===== config.mk =====
export PLATFORM = sky130hd
export DESIGN_NAME = pipeline_hazard_ctrl
export DESIGN_NICKNAME = d
export VERILOG_FILES = /design/src/rtl/pipeline_hazard_ctrl.sv
export SDC_FILE = /design/constraint.sdc
export NUM_CORES = 1
export LEC_CHECK = 0
export CORE_ASPECT_RATIO = 2
export CORE_UTILIZATION = 50
export DETAILED_ROUTE_END_ITERATION = 10
export GPL_TIMING_DRIVEN = 0
export PLACE_DENSITY = 0.9
export SYNTH_ARGS = -nofsm -noshare
export SYNTH_HDL_FRONTEND = slang
export SYNTH_SLANG_ARGS = --single-unit

===== constraint.sdc =====
create_clock -name clk_i -period 2.9 [get_ports clk_i]
set_input_delay 0.435 -clock clk_i [delete_from_list [all_inputs] [get_ports clk_i]]
set_output_delay 0.435 -clock clk_i [all_outputs]
set_load 0.03 [all_outputs]

===== src/rtl/pipeline_hazard_ctrl.sv =====
// rtl/pipeline_hazard_ctrl.sv - central pipeline sequencer: hazards, memory freeze, watchdog, perf counters
module pipeline_hazard_ctrl #(
    parameter int MEM_TIMEOUT = 64,
    parameter int CNT_W       = 32
) (
    input  logic             clk_i,
    input  logic             rst_i,
    input  logic             start_i,
    input  logic [4:0]       ID_RS1addr_i,
    input  logic [4:0]       ID_RS2addr_i,
    input  logic             EX_MemRead_i,
    input  logic [4:0]       EX_RDaddr_i,
    input  logic             ID_BranchTaken_i,
    input  logic             MEM_Req_i,
    input  logic             MEM_Ready_i,
    output logic             PCWrite_o,
    output logic             IF_ID_Write_o,
    output logic             IF_ID_Flush_o,
    output logic             ID_EX_Write_o,
    output logic             ID_EX_NoOp_o,
    output logic             EX_MEM_Write_o,
    output logic             MEM_WB_NoOp_o,
    output logic [1:0]       state_o,
    output logic             error_o,
    output logic [CNT_W-1:0] cycle_cnt_o,
    output logic [CNT_W-1:0] stall_cnt_o,
    output logic [CNT_W-1:0] flush_cnt_o
);

    typedef enum logic [1:0] {
        S_IDLE     = 2'd0,
        S_RUN      = 2'd1,
        S_MEM_WAIT = 2'd2,
        S_HALT     = 2'd3
    } state_t;

    // Output pattern selected each cycle; decouples state decisions from pin encoding.
    typedef enum logic [2:0] {
        M_IDLE,
        M_FREEZE,
        M_LOAD_USE,
        M_BRANCH,
        M_NORMAL,
        M_HALT
    } mode_t;

    localparam logic [15:0] WD_LIMIT = 16'(MEM_TIMEOUT);

    state_t      state_q, state_d;
    mode_t       mode;
    mode_t       adv_mode;
    logic [15:0] wd_q, wd_d;
    logic        err_q, err_set;
    logic        load_use;
    logic        freeze;
    logic        active;

    logic [CNT_W-1:0] cycle_q, stall_q, flush_q;

    assign load_use = EX_MemRead_i && (EX_RDaddr_i != 5'd0) &&
                      ((EX_RDaddr_i == ID_RS1addr_i) || (EX_RDaddr_i == ID_RS2addr_i));
    assign freeze   = MEM_Req_i && !MEM_Ready_i;

    // Pattern used whenever the pipe is allowed to advance: load-use beats branch.
    assign adv_mode = load_use         ? M_LOAD_USE :
                      ID_BranchTaken_i ? M_BRANCH   : M_NORMAL;

    // State register, watchdog and sticky error.
    always_ff @(posedge clk_i or negedge rst_i) begin
        if (!rst_i) begin
            state_q <= S_IDLE;
            wd_q    <= 16'd0;
            err_q   <= 1'b0;
        end else begin
            state_q <= state_d;
            wd_q    <= wd_d;
            err_q   <= err_q | err_set;
        end
    end

    // Next-state, watchdog update and output-pattern selection.
    always_comb begin
        state_d = state_q;
        wd_d    = wd_q;
        err_set = 1'b0;
        mode    = M_IDLE;
        case (state_q)
            S_IDLE: begin
                mode = M_IDLE;
                wd_d = 16'd0;
                if (start_i) state_d = S_RUN;
            end
            S_RUN: begin
                if (freeze) begin
                    mode    = M_FREEZE;
                    state_d = S_MEM_WAIT;
                    wd_d    = 16'd1;
                end else begin
                    mode = adv_mode;
                    if (!start_i) state_d = S_IDLE;
                end
            end
            S_MEM_WAIT: begin
                if (!MEM_Ready_i) begin
                    mode = M_FREEZE;
                    if (wd_q == WD_LIMIT) begin
                        state_d = S_HALT;
                        err_set = 1'b1;
                    end else begin
                        wd_d = wd_q + 16'd1;
                    end
                end else begin
                    mode    = adv_mode;
                    state_d = S_RUN;
                    wd_d    = 16'd0;
                end
            end
            default: begin
                mode = M_HALT;
            end
        endcase
    end

    // Decode the selected pattern onto the pipeline control pins.
    always_comb begin
        PCWrite_o      = 1'b0;
        IF_ID_Write_o  = 1'b0;
        IF_ID_Flush_o  = 1'b0;
        ID_EX_Write_o  = 1'b0;
        ID_EX_NoOp_o   = 1'b0;
        EX_MEM_Write_o = 1'b0;
        MEM_WB_NoOp_o  = 1'b0;
        case (mode)
            M_IDLE, M_LOAD_USE: begin
                ID_EX_Write_o  = 1'b1;
                ID_EX_NoOp_o   = 1'b1;
                EX_MEM_Write_o = 1'b1;
            end
            M_FREEZE: begin
                MEM_WB_NoOp_o  = 1'b1;
            end
            M_BRANCH: begin
                PCWrite_o      = 1'b1;
                IF_ID_Write_o  = 1'b1;
                IF_ID_Flush_o  = 1'b1;
                ID_EX_Write_o  = 1'b1;
                EX_MEM_Write_o = 1'b1;
            end
            M_NORMAL: begin
                PCWrite_o      = 1'b1;
                IF_ID_Write_o  = 1'b1;
                ID_EX_Write_o  = 1'b1;
                EX_MEM_Write_o = 1'b1;
            end
            default: begin
                ID_EX_NoOp_o   = 1'b1;
                MEM_WB_NoOp_o  = 1'b1;
            end
        endcase
    end

    assign active = (state_q == S_RUN) || (state_q == S_MEM_WAIT);

    // Saturating performance counters; they stick at all-ones instead of wrapping.
    always_ff @(posedge clk_i or negedge rst_i) begin
        if (!rst_i) begin
            cycle_q <= '0;
            stall_q <= '0;
            flush_q <= '0;
        end else begin
            if (active && (cycle_q != '1))
                cycle_q <= cycle_q + CNT_W'(1);
            if (active && !PCWrite_o && (stall_q != '1))
                stall_q <= stall_q + CNT_W'(1);
            if (IF_ID_Flush_o && (flush_q != '1))
                flush_q <= flush_q + CNT_W'(1);
        end
    end

    assign state_o     = state_q;
    assign error_o     = err_q;
    assign cycle_cnt_o = cycle_q;
    assign stall_cnt_o = stall_q;
    assign flush_cnt_o = flush_q;

endmodule


; ---- Word-level counts from Yosys, hierarchy flattened
; Index checks and enable logic that the tools add are counted.
[totals]
register_bits = 115
in_bits = 22
word_cells = 71
[op_classes]
add_sub_neg = 4
eq_ne = 17
muxes = 23
n_bitwise = 1
n_reduce_logical = 20
[ops]
columns = operator, count
row1 = "adder 32 x 1 -> 32 bit, second input constant", 3
row2 = "!= test 32 bit, second input constant", 3
row3 = 2-to-1 mux 16 bit, 3
row4 = case mux 16 bit (3 select lines), 1
row5 = "adder 16 x 1 -> 16 bit, second input constant", 1
row6 = "== test 16 x 7 -> 1 bit, second input constant", 1
row7 = 2-to-1 mux 3 bit, 4
row8 = == test 5 bit, 2
row9 = 2-to-1 mux 2 bit, 5
row10 = "!= test 3 bit, second input constant", 3
row11 = case mux 3 bit (3 select lines), 1
row12 = 2-to-1 mux 1 bit, 8
row13 = logical AND 1 bit, 7
row14 = "== test 3 x 2 -> 1 bit, second input constant", 2
row15 = case mux 2 bit (3 select lines), 1
row16 = nonzero test 5 bit, 1
row17 = "!= test 2 bit, second input constant", 2
row18 = AND reduction 4 bit, 1
row19 = OR reduction 4 bit, 1
row20 = "== test 3 x 1 -> 1 bit, second input constant", 1
row21 = "== test 3 bit, second input constant", 1
row22 = zero test 3 bit, 1
row23 = AND reduction 3 bit, 1
row24 = nonzero test 3 bit, 1
row25 = other kinds (8), 10

; ---- Logic depth before layout (Yosys ltp)
; Gate-level depths: netlist (run 1).
[depth]
depth_word = 12
mapped_depth = 11

; ---- Least setup slack after synthesis (run 1)
; Ideal clock, no wire load.
[synth_timing]
path_type = register to output
from = register state_q[1] (netlist: state_o[1])
to = output PCWrite_o
t_arrival_ns = 2.247
slack_ns = 0.218
stages_incl_launch_ff = 10
path_buffers = 2
path_cell_list = dfrtp_1 > inv_1 > ha_1 > buf_2 > a21oi_1 > o21ba_2 > nand2_1 > o21ai_0 > nor2_1 > buf_4
[synth_via]
elab_chain_len = 5
[synth_lines]
columns = item, line_no
row1 = start: declaration, 49  ; state_t state_q, state_d;
row2 = start signal: assignment, 75  ; state_q <= state_d;
row3 = "== test 2 bit, or another cell as far along", 87  ; case (state_q)
row4 = case mux 3 bit (3 select lines) (*), 87
row5 = == test 3 bit or == test 3 x 2 -> 1 bit (tied branches), --
row6 = OR reduction 2 bit (no source line) (*), --
row7 = 2-to-1 mux 1 bit (*), --
row8 = end: declaration, 16  ; output logic PCWrite_o,
; Every way passes the cells marked *; elsewhere a longest branch is shown, timed or not.

; ---- Worst setup path after layout (run 1)
[layout_timing]
from = input EX_RDaddr_i[4]
to = output ID_EX_NoOp_o
[layout_via]
elab_chain_len = 9
[layout_lines]
columns = item, line_no
row1 = start: declaration, 12  ; input logic [4:0] EX_RDaddr_i,
row2 = == test 5 bit or nonzero test 5 bit (tied branches), "61, 60"
row3 = logical OR 1 bit or logical AND 1 bit (tied branches), "61, 60"
row4 = logical AND 1 bit (*), 60  ; assign load_use = EX_MemRead_i && (EX_RDaddr_i != 5'd0) &&
row5 = 2-to-1 mux 3 bit (*), 65  ; assign adv_mode = load_use ? M_LOAD_USE :
row6 = "2-to-1 mux 3 bit, on equally long branches", "104, 94"
row7 = case mux 3 bit (3 select lines) (*), 87
row8 = "== test 3 bit, or another cell as far along", 133  ; case (mode)
row9 = OR reduction 3 bit (no source line) (*), --
row10 = 2-to-1 mux 1 bit (*), 133
row11 = end: declaration, 20  ; output logic ID_EX_NoOp_o,
; Marks and branches as above.

==> results by group, run 1 <==
Timing
  • Highest achievable clock rate: approximately 0.35 GHz
  • Slew Limit Headroom: around 52%
  • Max Slew Vio Count: 0
  • Worst hold margin: between 40 and 50 ps
  • Minimum clock period after layout: around 2900 ps
  • Final Hold Violating Endpoints: 0
  • Slew at the pin closest to its max-slew limit: 708 ps
  • Final setup vio count: 0
  • Final period utilization: between 90% and 100%
  • Skew final: ~8.6 ps
  • Setup_tns: 0 ps
  • Smallest setup slack after layout: between 3 and 4 ps

Detailed routing
  • Routed vias: 5279
  • Number of remaining DRC errors: 0
  • Post-DR wirelength/cell: approximately 18 um
  • Final routed wirelength across all metal layers: 16600 um
  • Antenna-violating nets left: 0
  • Via density: ~5.8
  • DRC marker count from the first detailed-route iteration: around 400
  • Detailed-router iteration count before antenna repair: 6

Worst setup path
  • Source of the worst register-to-register timing path: cycle_cnt_o[16]
  • WS Path Type: in2out
  • Count of cells along the worst register-to-register path: 8
  • Maximum fanout encountered on the critical timing path: 3
  • CP required: between 2000 and 2500 ps
  • Largest stage delay on the critical path: 490 ps
  • Crit path max-delay cell type: sky130_fd_sc_hd__clkdlybuf4s50_1
  • Cells traversed along the worst timing path: clkdlybuf4s50_1 > or4_4 > o21a_4 > a211oi_4 > a221o_1 > clkdlybuf4s15_2
  • Launching instance or port of the critical path: EX_RDaddr_i[4]
  • Register-to-Register Setup Slack: roughly 200 ps
  • Crit Reg-Reg Endpoint: cycle_cnt_o[22]
  • Critical Path AT: 2460 ps
  • Endpoint kind of the worst setup timing path: primary output
  • Nature of the critical path startpoint: input pin

Synthesis
  • Synth warnings: 0
  • Mean area per synthesized cell: between 9 and 10 um2
  • Sequential cell area fraction in the yosys report: ~48%
  • Ys async rst share: 100%
  • Net count after synthesis: 628
  • #FFs+latches synth: about 120
  • Post-synth design cell area: around 0.0059 mm2
  • Unique masters post-synth: 52
  • Post-synth top flop: sky130_fd_sc_hd__dfrtp_1
  • Number of enable-type register cells in the synthesized netlist: 0
  • Gate count of the mapped netlist: 595

Run status
  • Run status: complete, no violations

Die
  • Die area: ~0.012 mm2
  • Total core area: roughly 0.012 mm2
  • Height of the chip: 156 um
  • Top-Level Pins: approximately 130
  • Initial Util: roughly half
  • Die width: ~79 um
  • # rows: 56

Flow run
  • Max-cap check violation count: 0

Cells and area
  • Register area: between 0.002 and 0.003 mm2
  • Fillers: between 800 and 900
  • Area growth from synthesis to final layout: 37.0%
  • Fraction of layout cells with a size suffix above 1: between 10 and 15%
  • Final standard cell area without fillers: between 0.008 and 0.009 mm2
  • Net count of the finished layout: slightly below 800
  • Area occupied by multi-input gates: roughly 0.0030 mm2
  • Ant diodes: 0

Placement
  • Number of buffers added on ports: roughly 130
  • Instance area after placement: 0.00741 mm2
  • Half-perimeter wire length after placement: ~11000 um
  • Gpl congestion: about 0.88
  • Post-Place Worst Slack: -621 ps

Global routing
  • Antenna violations before repair: 0
  • Global-route wire length before repair: ~26000 um
  • Pin count of the biggest net entering global routing: between 60 and 70
  • Total routing resource utilization after global routing: 27.9%
  • Overflow left after global routing: 0
  • Via count of the first global-routing pass: roughly 5400

Clock tree
  • Clock tree from TritonCTS: done
  • Master cell of the clock root buffer: sky130_fd_sc_hd__clkbuf_16
  • H-tree depth reported by CTS: 4
  • Total clock buffers created by CTS: 17
  • Number of buffers added to fix hold violations after cts: 0
  • Bufs on Longest Clock Path: 2
  • Register clock-pin slew on the reported worst setup and hold paths: approximately 60 ps
  • Clock network latency to the later pin of the worst-skew pair: 410 ps
  • Total clock sinks: 115

Power and ir drop
  • LEAKAGE: ~3.5 nW
  • Power after layout: slightly above 6 mW
  • Largest voltage drop on the vdd net: between 0.5 and 0.6 mV
  • Total power per unit cell area: between 700 and 800 mW/mm2

Min path
  • Min-Delay Path Class: in2async
-- logic make-up after synthesis --
family                     Yosys count  synth area share (%)
adders and majority gates           11                  2.32
AOI/OAI and AO/OA                   62                  7.25
DFF                                115                  48.5
xor gates and xnor gates           103                  15.3
muxes                                1                 0.190
buffers and inverters               27                  2.09
and+or+nand+nor                    276                  24.3
-- metal layers --
metal	GRT usage [%]	vias to the layer above	routed length, um
met3	7.78	56	1140
met5	0	-	0
met2	52.0	238	9200
met4	13.2	0	587
met1	27.4	2583	5650
li1	-	2402	-
-- worst max path at each step --
stage	depth (start not counted)	endpoint	slack, ps
final	6	ID_EX_NoOp_o	3
after global routing	9	IF_ID_Flush_o	-20
after CTS	9	IF_ID_Flush_o	1
after detailed placement	6	ID_EX_NoOp_o	-620
after global placement	1	cycle_cnt_o[24]	-2900
after floorplan	9	PCWrite_o	220
-- worst max-delay path: cells and delay by family --
| kind | cells | cell delay, ps |
|---|---|---|
| and+or+nand+nor | 1 | 470 |
| AOI/OAI and AO/OA | 3 | 760 |
| buffers and inverters | 2 | 790 |
-- cells in the mapped netlist, types with 2 or more instances --
| master | instances | share of area, % |
|---|---|---|
| sky130_fd_sc_hd__dfrtp_1 | 115 | 48 |
| sky130_fd_sc_hd__nand2_1 | 71 | 4.5 |
| sky130_fd_sc_hd__xnor2_1 | 66 | 9.7 |
| sky130_fd_sc_hd__nand3_1 | 43 | 3.6 |
| sky130_fd_sc_hd__nor2_1 | 41 | 2.6 |
| sky130_fd_sc_hd__nand4_1 | 37 | 3.9 |
| sky130_fd_sc_hd__xor2_1 | 36 | 5.3 |
| sky130_fd_sc_hd__o21ai_0 | 28 | 2.4 |
| sky130_fd_sc_hd__nor3_1 | 19 | 1.6 |
| sky130_fd_sc_hd__and3_1 | 15 | 1.6 |
| sky130_fd_sc_hd__inv_1 | 12 | 0.76 |
| sky130_fd_sc_hd__and4_1 | 11 | 1.6 |
| sky130_fd_sc_hd__ha_1 | 11 | 2.3 |
| sky130_fd_sc_hd__nor4_1 | 11 | 1.2 |
| sky130_fd_sc_hd__clkbuf_1 | 8 | 0.51 |
| sky130_fd_sc_hd__a21oi_1 | 7 | 0.59 |
| sky130_fd_sc_hd__nor2b_1 | 5 | 0.53 |
| sky130_fd_sc_hd__nor3_2 | 5 | 0.84 |
| sky130_fd_sc_hd__o21a_1 | 4 | 0.51 |
| sky130_fd_sc_hd__o31ai_1 | 4 | 0.51 |
| sky130_fd_sc_hd__or2_2 | 4 | 0.42 |
| sky130_fd_sc_hd__buf_2 | 3 | 0.25 |
| sky130_fd_sc_hd__buf_4 | 3 | 0.38 |
| sky130_fd_sc_hd__a221o_1 | 2 | 0.34 |
| sky130_fd_sc_hd__and2_1 | 2 | 0.21 |
| sky130_fd_sc_hd__nand2b_1 | 2 | 0.21 |
| sky130_fd_sc_hd__nor3b_1 | 2 | 0.25 |
| sky130_fd_sc_hd__o21ai_2 | 2 | 0.30 |
| sky130_fd_sc_hd__o22ai_1 | 2 | 0.21 |
| sky130_fd_sc_hd__or3_1 | 2 | 0.21 |
-- where the power goes --
part / internal [mW] / switching [mW] / leakage [nW] / total, mW
Sequential: 1.74 / 0.197 / 1.57 / 1.94
Combinational: 0.785 / 1.35 / 1.61 / 2.13
Clock: 1.32 / 0.792 / 0.279 / 2.11
-- metrics by stage --
| stage | utilization, % | instances |
|---|---|---|
| 2_1_floorplan | - | 595 |
| 4_1_cts | 69.8 | 903 |
| 5_1_grt | 69.9 | 905 |
| 3_5_place_dp | 63.7 | 868 |
| 3_3_place_gp | 63.5 | 867 |
| 6_report | 69.9 | 905 |
-- cells in the final DEF, fill, tap and decap left out, drive strengths merged, types with 3 or more instances in the layout --
| master | netlist | layout |
|---|---|---|
| buf | 7 | 16 |
| and4 | 11 | 11 |
| clkbuf | 8 | 29 |
| clkdlybuf4s50 | 0 | 115 |
| xnor2 | 67 | 67 |
| o21ai | 31 | 31 |
| nor2 | 41 | 41 |
| nand2 | 71 | 71 |
| nor2b | 5 | 5 |
| dlygate4sd2 | 0 | 3 |
| o31ai | 4 | 4 |
| and3 | 15 | 15 |
| nand3 | 43 | 43 |
| a21oi | 7 | 7 |
| or2 | 4 | 4 |
| xor2 | 36 | 36 |
| clkdlybuf4s15 | 0 | 3 |
| nand4 | 37 | 37 |
| nor3 | 24 | 24 |
| nor4 | 12 | 12 |
| dfrtp | 115 | 115 |
| clkinv | 0 | 3 |
| clkinvlp | 0 | 5 |
| inv | 12 | 15 |
| ha | 11 | 11 |
| o21a | 4 | 4 |
-- repair_timing --
action	4_1_cts	5_1_grt
resized for setup	40	9
endpoints found under the hold margin	0	0
pin swaps	3	0
setup buffers	3	2
setup endpoints to repair	8	15
-- state kept, by name (all words and copies together) (netlist names) --
register and flops:
cycle_cnt_o 32, error_o 1, flush_cnt_o 32, stall_cnt_o 32, state_o 2, wd_q 16
-- final cells by class --
| type | instances | area share [%] |
|---|---|---|
| multi-input combinational | 453 | 37.2 |
| sequential | 115 | 35.4 |
| tap | 145 | 2.23 |
| timing repair buffer | 133 | 16.2 |
| clock buffer | 19 | 5.57 |
| inverter | 12 | 0.554 |
| buffer | 15 | 1.00 |
| clock inverter | 13 | 1.85 |
Power figures use the tool's default switching activity.
==> run 2, diff against run 1 <==
Settings changed: CAP_MARGIN set to 25.
==> results by group, run 2 (synthesis gave the netlist of run 1 again) <==
Run status
  • Run status: complete, no violations (unchanged)

Power and ir drop
  • Power after layout: 6.19 mW (unchanged)
  • Internal cell power: 3.85 mW (unchanged)
  • Switching pwr: 2.34 mW (unchanged)
  • Switching power share of the total: 37.8% (unchanged)
  • Total power per unit cell area: 761 mW/mm2 (unchanged)
  • Part of the total power dissipated in sequential elements: 31.4% (about the same)
  • Part of the power in the clock network: 34.1% (about the same)
  • LEAKAGE: 3.46 nW (unchanged)
  • Share of power burned in combinational logic: 34.5% (about the same)
  • Largest voltage drop on the vdd net: 0.576 mV (unchanged)

Die
  • Initial Util: 51.0% (unchanged)
  • Die width: 79.0 um (unchanged)
  • # rows: 56 (unchanged)
  • Total core area: 0.0116 mm2 (unchanged)
  • Height of the chip: 156 um (unchanged)
  • Top-Level Pins: 128 (unchanged)
  • Die area: 0.0123 mm2 (unchanged)

Clock tree
  • H-tree depth reported by CTS: 4 (unchanged)
  • Master cell of the clock root buffer: sky130_fd_sc_hd__clkbuf_16 (unchanged)
  • Clock network latency to the later pin of the worst-skew pair: 410 ps (about the same)
  • Bufs on Longest Clock Path: 2 (unchanged)
  • Register clock-pin slew on the reported worst setup and hold paths: 60 ps (about the same)
  • Number of buffers added to fix hold violations after cts: 0 (unchanged)
  • Total clock buffers created by CTS: 17 (unchanged)
  • Total clock sinks: 115 (unchanged)
  • Clock tree from TritonCTS: done (unchanged)

Timing
  • Max Slew Vio Count: 0 (unchanged)
  • Final period utilization: 99.9% (unchanged)
  • Setup_tns: 0 ps (unchanged)
  • Slew Limit Headroom: 52.5% (unchanged)
  • Worst hold margin: 47.9 ps (unchanged)
  • Final setup vio count: 0 (unchanged)
  • Smallest setup slack after layout: 3.05 ps (unchanged)
  • Slew at the pin closest to its max-slew limit: 708 ps (unchanged)
  • Highest achievable clock rate: 0.345 GHz (unchanged)
  • Final Hold Violating Endpoints: 0 (unchanged)
  • Skew final: 8.63 ps (unchanged)
  • Minimum clock period after layout: 2900 ps (unchanged)

Cells and area
  • Most frequent standard cell in the layout excluding fill and tap cells: sky130_fd_sc_hd__clkdlybuf4s50_1 (unchanged)
  • Fraction of layout cells with a size suffix above 1: 11.2% (unchanged)
  • Commonest cells after routing, fill and taps aside: sky130_fd_sc_hd__clkdlybuf4s50_1, sky130_fd_sc_hd__dfrtp_1, sky130_fd_sc_hd__nand2_1, sky130_fd_sc_hd__xnor2_1, sky130_fd_sc_hd__nand3_1 (unchanged)
  • Ant diodes: 0 (unchanged)
  • Fraction of the core area covered by cells at the end of the flow: 69.9% (unchanged)
  • Net count of the finished layout: 780 (unchanged)
  • Area growth from synthesis to final layout: 37.0% (unchanged)

Worst setup path
  • Endpoint kind of the worst setup timing path: primary output (unchanged)
  • CP required: 2470 ps (about the same)
  • Source of the worst register-to-register timing path: cycle_cnt_o[16] (unchanged)
  • Register-to-Register Setup Slack: 200 ps (about the same)
  • Crit Reg-Reg Endpoint: cycle_cnt_o[22] (unchanged)
  • Maximum fanout encountered on the critical timing path: 3 (unchanged)
  • Count of cells along the worst register-to-register path: 8 (unchanged)
  • Critical Path AT: 2460 ps (about the same)
  • WS Path Type: in2out (unchanged)
  • Nature of the critical path startpoint: input pin (unchanged)

Global routing
  • Total routing resource utilization after global routing: 27.9% (unchanged)
  • Met2 track utilization from global routing: 52.0% (unchanged)
  • Global-route wire length before repair: 26400 um (unchanged)
  • Overflow left after global routing: 0 (unchanged)
  • Via count of the first global-routing pass: 5431 (unchanged)
  • Met1 layer usage reported by global route: 27.4% (unchanged)
  • Pin count of the biggest net entering global routing: 68 (unchanged)
  • Antenna violations before repair: 0 (unchanged)
  • GR met3 Demand/Resource: 7.78% (unchanged)
  • Most Crowded Layer GR: met2 (unchanged)

Placement
  • Number of buffers added on ports: 127 (unchanged)
  • Half-perimeter wire length after placement: 11500 um (unchanged)
  • Post-Place Worst Slack: -621 ps (unchanged)
  • Gpl congestion: 0.881 (unchanged)

Detailed routing
  • Number of remaining DRC errors: 0 (unchanged)
  • Detailed-router iteration count before antenna repair: 6 (unchanged)
  • Post-DR wirelength/cell: 18.3 um (unchanged)
  • Antenna-violating nets left: 0 (unchanged)
  • Via density: 5.83 (unchanged)
  • DRC marker count from the first detailed-route iteration: 402 (unchanged)
  • Final routed wirelength across all metal layers: 16600 um (unchanged)
  • Routed vias: 5279 (unchanged)

Flow run
  • Max-cap check violation count: 0 (unchanged)

Min path
  • Min-Delay Path Class: in2async (unchanged)
==> run 2: cell counts in the layout (fill, tap and decap cells not counted) <==
Identical to the previous run, type by type.
==> run 2: layout make-up <==
| class | instances | area [um2] |
|---|---|---|
| clock buffers | 19 | 453 |
| inverters | 12 | 45.0 |
| clock inverters | 13 | 150 |
| plain buffers | 15 | 81.3 |
| multi-input cells | 453 | 3030 |
| flip-flops and latches | 115 | 2880 |
| fillers | 822 | 3500 |
| repair buffers | 133 | 1320 |
| well taps | 145 | 181 |
==> run 2: what timing repair did <==
item,4_1_cts,5_1_grt
resized for setup,40,9
endpoints found under the setup margin,8,15
hold endpoints to repair,0,0
pin swaps,3,0
buffers inserted,3,2
==> run 2: worst max path at each step <==
stage                               from              end  cells past startpoint
after floorplan               state_o[1]        PCWrite_o                      9
after global placement             rst_i  cycle_cnt_o[24]                      1
after detailed placement  EX_RDaddr_i[1]     ID_EX_NoOp_o                      6
after CTS                     state_o[1]    IF_ID_Flush_o                      9
after global routing          state_o[1]    IF_ID_Flush_o                      9
final                     EX_RDaddr_i[4]     ID_EX_NoOp_o                      6
==> run 2: power by group through the flow <==
stage	clock network, mW	logic [mW]	registers, mW
6_report	2.11	2.13	1.94
5_1_grt	2.21	2.27	1.96
4_1_cts	2.13	2.09	1.94
3_5_place_dp	0	2.04	1.97
3_3_place_gp	0	1.99	1.95
2_1_floorplan	0	1.03	2.17
==> run 2: layer usage <==
metal	vias to the layer above	routed length, um
met5	-	0
met4	0	587
met3	56	1140
met2	238	9200
met1	2583	5650
li1	2402	-
==> run 2: critical path, cell delays in order <==
cell	delay (ps)
sky130_fd_sc_hd__clkdlybuf4s50_1	490
sky130_fd_sc_hd__or4_4	470
sky130_fd_sc_hd__o21a_4	240
sky130_fd_sc_hd__a211oi_4	300
sky130_fd_sc_hd__a221o_1	220
sky130_fd_sc_hd__clkdlybuf4s15_2	300
==> run 2: metrics by stage <==
step                      area [um2]  std cells
after floorplan                 5940        595
final                           8130        905
after global placement          7390        867
after detailed placement        7410        868
after global routing            8130        905
after CTS                       8120        903
==> variant 1, RTL diff (flow settings as in run 1) <==
Change the parameter `CNT_W` from 32 to 16.
--- a/src/rtl/pipeline_hazard_ctrl.sv
+++ b/src/rtl/pipeline_hazard_ctrl.sv
@@ -1,7 +1,7 @@
 // rtl/pipeline_hazard_ctrl.sv - central pipeline sequencer: hazards, memory freeze, watchdog, perf counters
 module pipeline_hazard_ctrl #(
     parameter int MEM_TIMEOUT = 64,
-    parameter int CNT_W       = 32
+    parameter int CNT_W       = 16
 ) (
     input  logic             clk_i,
     input  logic             rst_i,
Ports: changed (resized cycle_cnt_o, flush_cnt_o and stall_cnt_o); port bits go from 128 to 80. No check against the original RTL was run, so the function may have changed too.
==> variant 1 against run 1 <==
  * Sequential cell count shrank 48
  * Critical path depth up 3
  * Cell area down 39%
  * Combinational power decreased by 18%
  * Routed wire length shrank 45%
  * Setup slack better by 85 ps
  * Power is 34% lower
  * Synthesized area shrank 38%
  * Largest power group unchanged
==> variant 1: results (changes against run 1) <==
DR WL met3=493 um (-57%); number of DRC markers in iteration 0=134 (-67%); max layer used=met4; M1 wire length=3.32 mm (-41%); H-tree lvl count=3 (-1); Max VDD drop=0.000595 V (+3.2%); Reg-to-Reg Start=state_o[1]; commonest cells in the netlist=dfrtp_1, xnor2_1, nand2_1; Int Power=2.43 mW (-37%); Placed Cells=539 (-38%); Synth area leaders=dfrtp_1, xnor2_1, xor2_1, ha_1, o21ai_1; hold slack=198 ps (+150 ps); setup skew after layout=4.38 ps (-4.24 ps); TritonCTS buffer count=9 (-8); first-pass GRT wire length=14.6 mm (-45%); slowest stage delay, CP=460 ps (-30 ps); Clk Latency, worst-skew pair=340 ps (-70 ps); placed cell area=4570 um2 (-38%); Root Driver=clkbuf_16; syn nets=403 (-36%); dpl hpwl=6.27 mm (-45%); Non-Filler Instances=556 (-39%); arrival time worst endpoint=2380 ps (-80 ps); total global-route track usage=24.5% (-3.3 points); Unique masters post-synth=50 (-3.8%); TritonRoute pass-1 iters=4 (-2); Worst R2R Path Depth=9 (+1); share of cells above drive strength 1=11.6% (+0.40 points); sequential area share after synthesis=45.7% (-2.8 points); routed wl met2=4.98 mm (-46%); diode count=0 (unchanged); IO buf count=79 (-38%); pin slew with the least headroom to its limit=862 ps (+154 ps); Nets=495 (-37%); clk slew on worst S/H paths=60 ps (about the same); syn avg cell area=9.91 um2 (-0.61%); leakage=2.10 nW (-39%); WL final=9.05 mm (-45%); fin area=4930 um2 (-39%); GP Congestion=0.844 (-4.1%); GRT met1 Usage=25.3% (-2.1 points); grt met2 use=44.7% (-7.3 points); Place WS=-729 ps (-107 ps); Crit. Startpoint=EX_RDaddr_i[4]; flop2flop setup slack=290 ps (+90 ps); Mapped Area=3670 um2 (-38%); result of the run=finished clean; vias=3224 (-39%); FILL cells=511 (-38%); Crit Reg-Reg Endpoint=stall_cnt_o[15]; grt met3 use=6.00% (-1.8 points)
[variant 1: final cells by class]
type | count | share of cell area [%]
Clock buffer | 9 | 4.57
Clock inverter | 6 | 1.37
Tap cell | 90 | 2.28
Buffer | 8 | 1.07
Timing Repair Buffer | 82 | 16.1
Sequential cell | 67 | 34.0
Inverter | 7 | 0.533
Multi-Input combinational cell | 287 | 40.0
[variant 1: power by group through the flow]
stage               registers (mW)  clock network (mW)  logic, mW
floorplan                     1.49                   0      0.865
global placement              1.26                   0       1.68
detailed placement            1.27                   0       1.73
CTS                           1.25                1.09       1.74
global route                  1.29                1.12       1.87
finish                        1.26                1.08       1.75
[variant 1: worst max path at each step]
stage	end	slack, ps
after floorplan	PCWrite_o	-9
after global placement	stall_cnt_o[0]	-790
after detailed placement	IF_ID_Flush_o	-730
after CTS	ID_EX_Write_o	4
after global routing	IF_ID_Flush_o	2
final	IF_ID_Flush_o	90
[variant 1: worst reg2reg max path, stage by stage, from the launching register on]
cell      delay, ps
dfrtp_1         420
inv_1           130
ha_1            280
clkbuf_1        360
nand3b_1        130
mux2_2          310
a21oi_2         320
buf_4           240
nand4_1         130
xnor2_1         160
[variant 1: what timing repair did]
| item | 4_1_cts | 5_1_grt |
|---|---|---|
| setup buffers | 3 | 0 |
| resized for setup | 40 | 15 |
| hold buffers | 0 | 0 |
| endpoints found under the setup margin | 7 | 12 |
| pin swaps | 1 | 2 |
[variant 1: kinds of logic after synthesis]
family | count (synthesis) | share of synthesized area, %
simple gates | 161 | 24.8
flops | 67 | 45.7
xor+xnor | 55 | 13.1
compound gates | 54 | 8.63
buf+inv | 16 | 2.15
fa+ha+maj | 11 | 3.75
mux | 6 | 1.84
==> variant 2, RTL diff (config.mk and constraints of run 1) <==
Without the edit above. `wd_q` no longer has a reset.
--- a/src/rtl/pipeline_hazard_ctrl.sv
+++ b/src/rtl/pipeline_hazard_ctrl.sv
@@ -69,13 +69,15 @@
     always_ff @(posedge clk_i or negedge rst_i) begin
         if (!rst_i) begin
             state_q <= S_IDLE;
-            wd_q    <= 16'd0;
             err_q   <= 1'b0;
         end else begin
             state_q <= state_d;
-            wd_q    <= wd_d;
             err_q   <= err_q | err_set;
         end
+    end
+
+    always_ff @(posedge clk_i) begin
+        wd_q <= wd_d;
     end
 
     // Next-state, watchdog update and output-pattern selection.
Formal check against the unedited RTL: no difference found for any inputs over 10 cycles, from zero or initial values and one cycle with rst_i low; that may be too few to reach the edited logic, so the function may still have changed.
==> variant 2 against run 1 <==
  * Via count is 0.36% higher
  * Setup slack better by 68 ps
  * Power is 16% higher
  * Synthesized area is 2.0% higher
  * Non-clock buffer count is 7 higher
  * Synthesized cell count shrank 0.34%
  * Global-route usage shrank 0.73 points
  * Sequential cell count did not move
  * Combinational power increased by 25%
  * Cell area is 2.3% higher
  * Routed wire length decreased by 2.1%
==> variant 2: results (changes against run 1) <==
Synth Area in Adders=2.27% (-0.045 points); Worst R2R Path Depth=12 (+4); syn nets=626 (-0.32%); pin count of the biggest net entering global routing=75 (+10%); number of DRC markers in iteration 0=352 (-12%); Unique masters post-synth=57 (+9.6%); Nets=785 (+0.64%); compound-gate portion of the synthesized area=3.70% (-3.6 points); setup skew after layout=8.07 ps (-0.557 ps); post-synthesis mux area share=0.724% (+0.53 points); pin slew with the least headroom to its limit=660 ps (-47.6 ps); hold_buf cts=1 (+1); result of the run=finished clean; total setup buffers inserted after CTS=8 (+5); Reg-to-Reg Start=state_o[1]; sequential area share after synthesis=48.9% (+0.39 points); arrival time worst endpoint=2390 ps (-70 ps); total global-route track usage=27.1% (-0.73 points); share of cells above drive strength 1=12.2% (+0.99 points); hold crit path type=register to register; Synth area leaders=dfrtp_1, xor2_1, edfxtp_1, xnor2_1, nand2_1; dpl hpwl=11.3 mm (-1.6%); leakage=3.37 nW (-2.7%); Post-synth ARST share=86.1% (-14 points); Max VDD drop=0.000654 V (+14%); Place WS=-929 ps (-308 ps); placed cell area=7550 um2 (+1.9%); vias=5298 (+0.36%); Seq pwr share=33.7% (+2.3 points); routed wl met2=9.14 mm (-0.72%); M1 wire length=5.67 mm (+0.35%); CP endpoint=PCWrite_o; TritonRoute pass-1 iters=5 (-1); Avg WL per Cell=17.9 um (-2.5%); Max Clock Freq=353 MHz (+2.4%); flop2flop setup slack=130 ps (-70 ps)
[variant 2: cell types whose count changed after synthesis, moves of 6 or more]
cell	run 1	this run
xor2_1	36	67
o21ai_0	28	5
xnor2_1	66	47
dfrtp_1	115	99
edfxtp_1	0	16
nor3_1	19	35
nand2_1	71	60
nand3_1	43	36
inv_1	12	18
nor2_1	41	47
[variant 2: cell type report]
class	instances	area (um2)
Sequential cell	115	2960
Fill cell	827	3450
Tap cell	145	181
Timing Repair Buffer	140	1370
Multi-Input combinational cell	445	3030
Buffer	15	101
Inverter	18	67.6
Clock buffer	24	534
Clock inverter	7	65.1
[variant 2: per-stage QoR]
stage	hold slack, ps	util (%)	instances
2_1_floorplan	139	-	593
3_5_place_dp	375	64.2	867
6_report	479	70.7	909
5_1_grt	503	70.7	909
4_1_cts	477	70.2	907
3_3_place_gp	465	63.8	865
